## src/rtl/uart_tx_fifo.sv

```systemverilog
// Buffered 8N1 serial transmitter.
// A byte FIFO feeds a START/DATA/STOP shifter on a registered tx pin.
module uart_tx_fifo #(
  parameter int unsigned CLKDIV     = 54,
  parameter int unsigned DEPTH_LOG2 = 4
) (
  input  logic                  clk,
  input  logic                  rst_n,
  input  logic [7:0]            d,
  input  logic                  strobe,
  output logic                  full,
  output logic                  busy,
  output logic                  overflow,
  output logic [DEPTH_LOG2:0]   count,
  output logic                  tx
);

  localparam int unsigned DEPTH = 1 << DEPTH_LOG2;
  localparam int unsigned CW    = $clog2(CLKDIV);
  localparam logic [CW-1:0] TMAX = CW'(CLKDIV - 1);
  localparam logic [DEPTH_LOG2:0] CFULL = (DEPTH_LOG2+1)'(DEPTH);

  typedef enum logic [1:0] {
    IDLE,
    START,
    DATA,
    STOP
  } state_e;

  logic                  rst_sync_q;
  logic [7:0]            mem_q [DEPTH];
  logic [DEPTH_LOG2-1:0] wr_q;
  logic [DEPTH_LOG2-1:0] rd_q;
  logic [DEPTH_LOG2:0]   count_q;
  logic [DEPTH_LOG2:0]   count_d;
  logic                  full_q;
  logic                  ovf_q;
  logic                  avail_q;
  state_e                state_q;
  logic [CW-1:0]         cnt_q;
  logic [2:0]            bit_q;
  logic [7:0]            sh_q;
  logic                  tx_q;
  logic                  push;
  logic                  pop;
  logic                  tick;
  logic                  nonempty;

  assign push     = strobe & ~full_q;
  assign tick     = (cnt_q == TMAX);
  assign nonempty = (count_q != '0);
  assign pop      = nonempty &
                    (((state_q == IDLE) & avail_q) |
                     ((state_q == STOP) & tick));

  // Release of reset is retimed to clk; assertion stays asynchronous.
  always_ff @(posedge clk or negedge rst_n) begin
    if (!rst_n) rst_sync_q <= 1'b0;
    else        rst_sync_q <= 1'b1;
  end

  // Occupancy next-state from the push/pop pair.
  always_comb begin
    count_d = count_q;
    if (push && !pop)      count_d = count_q + (DEPTH_LOG2+1)'(1);
    else if (pop && !push) count_d = count_q - (DEPTH_LOG2+1)'(1);
  end

  // FIFO storage; contents need no reset.
  always_ff @(posedge clk) begin
    if (push) mem_q[wr_q] <= d;
  end

  // FIFO pointers, flags and the delayed non-empty seen by IDLE.
  always_ff @(posedge clk or negedge rst_sync_q) begin
    if (!rst_sync_q) begin
      wr_q    <= '0;
      rd_q    <= '0;
      count_q <= '0;
      full_q  <= 1'b0;
      ovf_q   <= 1'b0;
      avail_q <= 1'b0;
    end else begin
      wr_q    <= wr_q + DEPTH_LOG2'(push);
      rd_q    <= rd_q + DEPTH_LOG2'(pop);
      count_q <= count_d;
      full_q  <= (count_d == CFULL);
      ovf_q   <= strobe & full_q;
      avail_q <= nonempty;
    end
  end

  // Frame sequencer with registered tx.
  always_ff @(posedge clk or negedge rst_sync_q) begin
    if (!rst_sync_q) begin
      state_q <= IDLE;
      cnt_q   <= '0;
      bit_q   <= '0;
      sh_q    <= '0;
      tx_q    <= 1'b1;
    end else begin
      unique case (state_q)
        IDLE: begin
          cnt_q <= '0;
          tx_q  <= 1'b1;
          if (pop) begin
            sh_q    <= mem_q[rd_q];
            tx_q    <= 1'b0;
            state_q <= START;
          end
        end
        START: begin
          if (tick) begin
            cnt_q   <= '0;
            bit_q   <= '0;
            tx_q    <= sh_q[0];
            state_q <= DATA;
          end else begin
            cnt_q <= cnt_q + CW'(1);
          end
        end
        DATA: begin
          if (tick) begin
            cnt_q <= '0;
            if (bit_q == 3'd7) begin
              tx_q    <= 1'b1;
              state_q <= STOP;
            end else begin
              bit_q <= bit_q + 3'd1;
              sh_q  <= sh_q >> 1;
              tx_q  <= sh_q[1];
            end
          end else begin
            cnt_q <= cnt_q + CW'(1);
          end
        end
        STOP: begin
          if (tick) begin
            cnt_q <= '0;
            if (pop) begin
              sh_q    <= mem_q[rd_q];
              tx_q    <= 1'b0;
              state_q <= START;
            end else begin
              state_q <= IDLE;
            end
          end else begin
            cnt_q <= cnt_q + CW'(1);
          end
        end
        default: state_q <= IDLE;
      endcase
    end
  end

  assign tx       = tx_q;
  assign busy     = (state_q != IDLE) | avail_q;
  assign full     = full_q;
  assign overflow = ovf_q;
  assign count    = count_q;

endmodule
```

## config.mk

```make
export PLATFORM = sky130hd
export DESIGN_NAME = uart_tx_fifo
export DESIGN_NICKNAME = d
export VERILOG_FILES = /design/src/rtl/uart_tx_fifo.sv
export SDC_FILE = /design/constraint.sdc
export NUM_CORES = 1
export LEC_CHECK = 0
export ABC_AREA = 1
export BUFFER_PORTS_ARGS = -buffer_cell sky130_fd_sc_hd__buf_4
export CAP_MARGIN = 10
export CORE_UTILIZATION = 35
export DETAILED_ROUTE_END_ITERATION = 8
export GPL_TIMING_DRIVEN = 0
export HOLD_SLACK_MARGIN = 0.05
export SLEW_MARGIN = 5
export SYNTH_ARGS = -nofsm -noshare
export SYNTH_HDL_FRONTEND = slang
export SYNTH_SLANG_ARGS = --single-unit
```

## constraint.sdc

```tcl
create_clock -name clk -period 2.4 [get_ports clk]
set_clock_uncertainty 0.05 [all_clocks]
set_input_delay 0.36 -clock clk [delete_from_list [all_inputs] [get_ports clk]]
set_output_delay 0.36 -clock clk [all_outputs]
set_load 0.05 [all_outputs]
```

==> flow_metrics.py, run 1 <==
metrics = {
    "detailed_routing": {
        "num_vias": 4773,
        "dr.pass1.iters": 5,
        "drc": 0,
        "drt_first_iter_violations": 561,
        "vias_per_cell": 5.088,
        "drt-total-wl_um": 16540,
        "postRouteAntennaNets": 0,
        "post_drt_wl_per_cell_um": 17.63,
    },
    "critical_path": {
        "crit_path_start_kind": "flop",
        "cp.depth": 5,
        "critPathRequiredTime_ns": 2.40,
        "critPathArrivalTime_ns": 2.37,
        "cp-end-kind": "flop",
        "regToRegSetupSlack_ns": 0.03,
        "r2r.worst_path.cells": 5,
        "critPathMaxStageDelay_ns": 0.72,
        "critPathSlowestCell": "nor2_1",
        "r2r_end": "mem_q[1][6]",
        "cp_cell_sequence": "nor2_2 -> inv_1 -> nor2_1 -> nand2_1 -> nor2_1",
        "r2r-start": "full",
        "critPathBufInv": 1,
        "crit_fanout": 8,
        "worstSetupPathType": "reg -> reg",
        "cpMostUsedCell": "nor2_1",
        "cp_top_family": "simple AND/OR/NAND/NOR gates",
    },
    "cells_and_area": {
        "drive_above_1_share_pct": 12.78,
        "layout_common_cells": "128 x edfxtp_1, 117 x nor2_1, 72 x o21ai_0, 63 x nand2_1, 50 x nand3_1",
        "nNetsFinal": 687,
        "antenna_cells": 0,
        "final_common_cell": "edfxtp_1",
        "area_growth_pct": 14.80,
    },
    "placed_design": {
        "io_buffers": 19,
        "dp_hpwl_um": 11310,
        "finalWeightedCongestion": 0.8642,
    },
    "timing": {
        "hold_violations": 0,
        "fmax_mhz": 421.9,
        "hold-worst-slack_ns": 0.08205,
        "max_slew.worst_pin.slew_ns": 0.9704,
        "slew_headroom_pct": 35.07,
        "finalMaxSlewViolations": 0,
        "rsz0062_at_grt": "true",
        "period_share_pct": 98.76,
        "setup_violations": 0,
        "period_needed_ns": 2.370,
    },
    "global_routing": {
        "grt_pass1_vias": 4775,
        "grt_max_degree": 37,
        "antenna_found_initial": 0,
        "grt.overflow.total": 0,
        "grt_pass1_wl_um": 25810,
        "grt_usage_pct": 17.15,
    },
    "clock_tree": {
        "cts_tree": "built",
        "clock_latency_ns": 0.43,
        "cts.clk_slew.worst_paths_ns": 0.06,
        "cts_max_level": 4,
        "cts_max_path_buffers": 2,
        "cts.sinks": 165,
        "numCtsBuffers": 17,
        "cts-root-buf": "clkbuf_16",
    },
    "synth": {
        "synth_seq_cells": 165,
        "synth_top_area_cell": "edfxtp_1",
        "yosysUniqueCellTypes": 34,
        "synth_top_area_share_pct": 54.31,
        "synth_edf_count": 128,
        "netlist_instances": 621,
        "synth_area_um2": 7077,
        "synth_warnings": 0,
        "syn_area_per_cell_um2": 11.40,
        "synth-seq-area-share_pct": 67.42,
        "synthFlopType": "edfxtp_1",
        "async_reset_ff_share_pct": 22.42,
        "syn_nets": 648,
        "ys_top_cells_by_area": "edfxtp_1 54%, dfrtp_1 13%, nor2_1 6.5%",
    },
    "power_and_ir_drop": {
        "power.total_mw": 7.030,
        "ir_worst_vdd_mv": 0.4750,
        "leakagePower_nw": 3.026,
        "power.density_nw_per_um2": 865.3,
    },
    "die": {
        "dieHeight_um": 144.2,
        "initial_core_util_pct": 36.01,
        "io_pins": 20,
        "die-width_um": 144.2,
        "core_area_um2": 19650,
        "rows": 51,
        "dieArea_um2": 20790,
    },
    "run_status": {
        "status": "finished, final reports clean",
    },
    "worst_hold_path": {
        "hp-class": "in -> reg",
        "hold_end": "overflow",
        "whs_path_depth": 3,
        "min_from": "strobe",
    },
    "job": {
        "drv_cap": 0,
    },
}
==> power breakdown <==
part,switching (mW),internal [mW]
clock network,1.17,1.35
registers,0.146,3.40
logic,0.700,0.259
total,2.02,5.01
==> synth_stat cells, types with 2 or more instances <==
master,instances
inv_2,2
o21ai_1,5
inv_1,31
xor2_1,12
buf_2,10
nand2_2,2
o211ai_1,10
o221ai_1,9
ha_1,16
nand3_2,2
o21ai_0,72
nand2_4,2
a32o_1,2
nor2_2,6
nand2_1,63
o22ai_1,5
nor2_1,122
a21oi_1,5
nand4_1,3
buf_4,3
dfrtp_1,36
clkbuf_1,15
nand3_1,50
edfxtp_1,128
==> routing by layer <==
metal	vias up	share of wire, %	track usage (%)	routed length, um
li1	2252	-	-	-
met5	-	0	0	0
met3	33	5.3	2.980	869
met4	0	3.3	9.529	540
met1	2326	42	21.26	6914
met2	162	50	28.43	8214
==> registers in the layout, indices dropped and copies added, names as in the netlist, 2 cells and up <==
signal	cells
count	5
cnt_q	6
mem_q	128
sh_q	8
rd_q	4
state_q	2
wr_q	4
bit_q	3
==> area by class of cell <==
type                       count  area (um^2)
inverter                      34        127.6
timing repair buffer          20        152.6
sequential                   165         4772
fill                        1868        11530
clock buffer                  18        429.2
buffer                        29        140.1
multi-input combinational    393         2051
tap                          265        331.6
clock inverter                14        120.1
==> cells by family (layout without fill, tap and decap cells) <==
group           Yosys count  in the layout  synth area share, %
xor+xnor                 13             13                1.609
flops                   165            165                67.42
mux                       1              1               0.1414
fa+ha+maj                16             16                2.829
other cells               1              1              0.05299
compound gates          110            110                9.035
simple gates            252            252                15.13
buf+inv                  63            115                3.783
==> tightest hold or removal path: cells and delay by family <==
family,cells,cell delay [ns]
simple gates,1,0.04
buf+inv,2,0.12
==> worst max-delay path by stage <==
stage            from  slack, ns           to
3_5_place_dp   strobe      -0.05  mem_q[2][4]
4_1_cts          full     0.0002  mem_q[2][0]
5_1_grt          full      -0.19  mem_q[1][0]
3_3_place_gp   strobe      -0.02  mem_q[2][4]
6_report         full       0.03  mem_q[1][6]
2_1_floorplan    full       0.34  mem_q[0][0]
==> through the flow <==
step	cells	util, %	instance area, um^2	setup TNS, ns	worst slack (ns)
finish	938	41.34	8124	0	0.02967
global placement	905	38.42	7551	-0.1422	-0.01811
detailed placement	905	38.43	7552	-1.348	-0.05189
floorplan	621	-	7077	0	0.3444
CTS	938	41.27	8112	0	0.0001545
global route	938	41.34	8124	-4.169	-0.1907
==> repair_timing <==
action	in CTS	in global routing
setup buffers	0	0
endpoints found under the hold margin	1	0
resized for setup	0	5
hold buffers	1	0
endpoints found under the setup margin	0	64
Note: power is estimated with default switching activity, not from simulation.
==> inputs of run 2 (changes only) <==
- CORE_UTILIZATION: 35 -> 55
- PLACE_DENSITY: default -> 0.72
==> run 2 against run 1 <==
  * The run now ends with negative setup slack left
  * Critical path depth stayed put
  * Clock power increased by 2%
  * Fmax shrank 5.0%
  * Largest cell class unchanged
  * Highest routed layer unchanged
  * First-iteration DRC count is 23% lower
  * Sequential share of layout area increased by 0.84 points
  * Final cell count down 10%
  * Sequential cell count stayed put
  * Non-clock buffer count unchanged
  * Total power is 0.44% higher
  * Wire length is 5.0% lower
  * Worst setup slack worse by 0.13 ns
==> flow_metrics.py, run 2 (synthesized netlist as in run 1, its figures left out) <==
metrics = {
    "run_status": {
        "status": "finished with violations",
        "violations": "negative setup slack",
    },
    "die": {
        "die-width_um": 115.4,
        "rows": 41,
        "io_pins": 20,
        "dieArea_um2": 13320,
        "core_area_um2": 12570,
        "dieHeight_um": 115.4,
        "initial_core_util_pct": 56.31,
    },
    "clock_tree": {
        "cts_max_path_buffers": 2,
        "cts.clk_slew.worst_paths_ns": 0.06,
        "cts_max_level": 4,
        "cts-root-buf": "clkbuf_16",
        "cts_tree": "built",
        "numCtsBuffers": 17,
        "clock_latency_ns": 0.43,
        "cts.sinks": 165,
    },
    "cells_and_area": {
        "final_cells": 843,
        "largest_register": "mem_q",
        "nNetsFinal": 687,
        "largestRegisters": "mem_q x128, sh_q x8, cnt_q x6",
        "design_area_um2": 8009,
        "area_growth_pct": 13.17,
        "final_common_cell": "edfxtp_1",
        "fillers": 976,
        "layout_common_cells": "128 x edfxtp_1, 117 x nor2_1, 72 x o21ai_0, 63 x nand2_1, 50 x nand3_1",
        "utilization_pct": 63.72,
        "largest_reg_flops": 128,
        "antenna_cells": 0,
        "drive_above_1_share_pct": 12.22,
    },
    "critical_path": {
        "crit_fanout": 8,
        "regToRegSetupSlack_ns": -0.1,
        "critPathArrivalTime_ns": 2.50,
        "r2r.worst_path.cells": 5,
        "crit_path_start_kind": "flop",
        "cp-end-kind": "flop",
        "worstSetupPathType": "reg -> reg",
        "critPathRequiredTime_ns": 2.40,
    },
    "timing": {
        "hold-worst-slack_ns": 0.07002,
        "slew_headroom_pct": 34.06,
        "setup_violations": 24,
        "period_share_pct": 104.0,
        "max_slew.worst_pin.slew_ns": 0.9854,
        "rsz0062_at_grt": "true",
        "worst_slack_ns": -0.09603,
        "finalMaxSlewViolations": 0,
        "fmax_mhz": 400.6,
        "hold_violations": 0,
        "fin_setup_tns_ns": -1.786,
        "period_needed_ns": 2.496,
    },
    "placed_design": {
        "finalWeightedCongestion": 0.8373,
        "io_buffers": 19,
        "placedCellCount": 812,
        "dp_hpwl_um": 10300,
        "placed_area_um2": 7436,
        "place_ws_ns": -0.1613,
    },
    "power_and_ir_drop": {
        "ir_worst_vdd_mv": 0.7252,
        "leakagePower_nw": 3.033,
        "power.density_nw_per_um2": 881.6,
        "power.total_mw": 7.061,
    },
    "detailed_routing": {
        "num_vias": 4846,
        "post_drt_wl_per_cell_um": 18.65,
        "met2_length_um": 7570,
        "drt-total-wl_um": 15720,
        "top_layer": "met4",
        "postRouteAntennaNets": 0,
        "vias_per_cell": 5.749,
        "wl_met3_um": 1036,
        "drc": 0,
        "drt_first_iter_violations": 430,
        "met1_length_um": 6771,
        "dr.pass1.iters": 5,
    },
    "job": {
        "drv_cap": 0,
    },
    "global_routing": {
        "antenna_found_initial": 0,
        "grt_pass1_vias": 4520,
        "grt_usage_pct": 25.61,
        "grt_max_degree": 37,
        "grt_pass1_wl_um": 24440,
        "grt.overflow.total": 0,
    },
    "worst_hold_path": {
        "hp-class": "in -> reg",
        "whs_path_depth": 3,
    },
}
-- run 2: routing by layer --
layer	track usage, %	up-vias
met5	0	-
met4	11.43	0
met3	5.335	25
met2	40.72	213
met1	34.33	2360
li1	-	2248
-- run 2: repair_timing --
item / CTS / global route
cloned: 0 / 0
hold buffers: 1 / 0
endpoints found under the setup margin: 56 / 40
endpoints found under the hold margin: 1 / 0
buffers inserted: 0 / 0
resized for setup: 5 / 1
-- run 2: area by class of cell --
cell class | instances | area (um^2) | area share (%)
Sequential cell | 165 | 4772 | 59.58
Clock buffer | 19 | 432.9 | 5.405
Multi-Input combinational cell | 393 | 2056 | 25.67
Clock inverter | 11 | 112.6 | 1.406
Timing Repair Buffer | 20 | 152.6 | 1.906
Buffer | 29 | 140.1 | 1.750
Inverter | 34 | 127.6 | 1.593
Tap cell | 172 | 215.2 | 2.687
-- run 2: critical path, cell delays in order, from the launching register on --
cell and delay [ns]:
dfrtp_1 0.40, nor2_2 0.37, inv_1 0.21, nor2_1 0.19, nand2_1 0.15, nor2_1 0.74
-- run 2: final timing paths --
kind                                 start           to
worst max-delay path                  full  mem_q[9][5]
worst min-delay path                strobe     overflow
worst max register to register        full  mem_q[9][5]
worst min register to register  rst_sync_q   state_q[0]
max in group asynchronous       rst_sync_q      wr_q[1]
min in group asynchronous            rst_n   rst_sync_q
-- run 2: report_power, final --
group          internal [mW]  leakage (nW)  switching [mW]
logic                  0.259          1.14           0.698
registers               3.40          1.62           0.141
clock network           1.50         0.267            1.06
total                   5.17          3.03            1.89
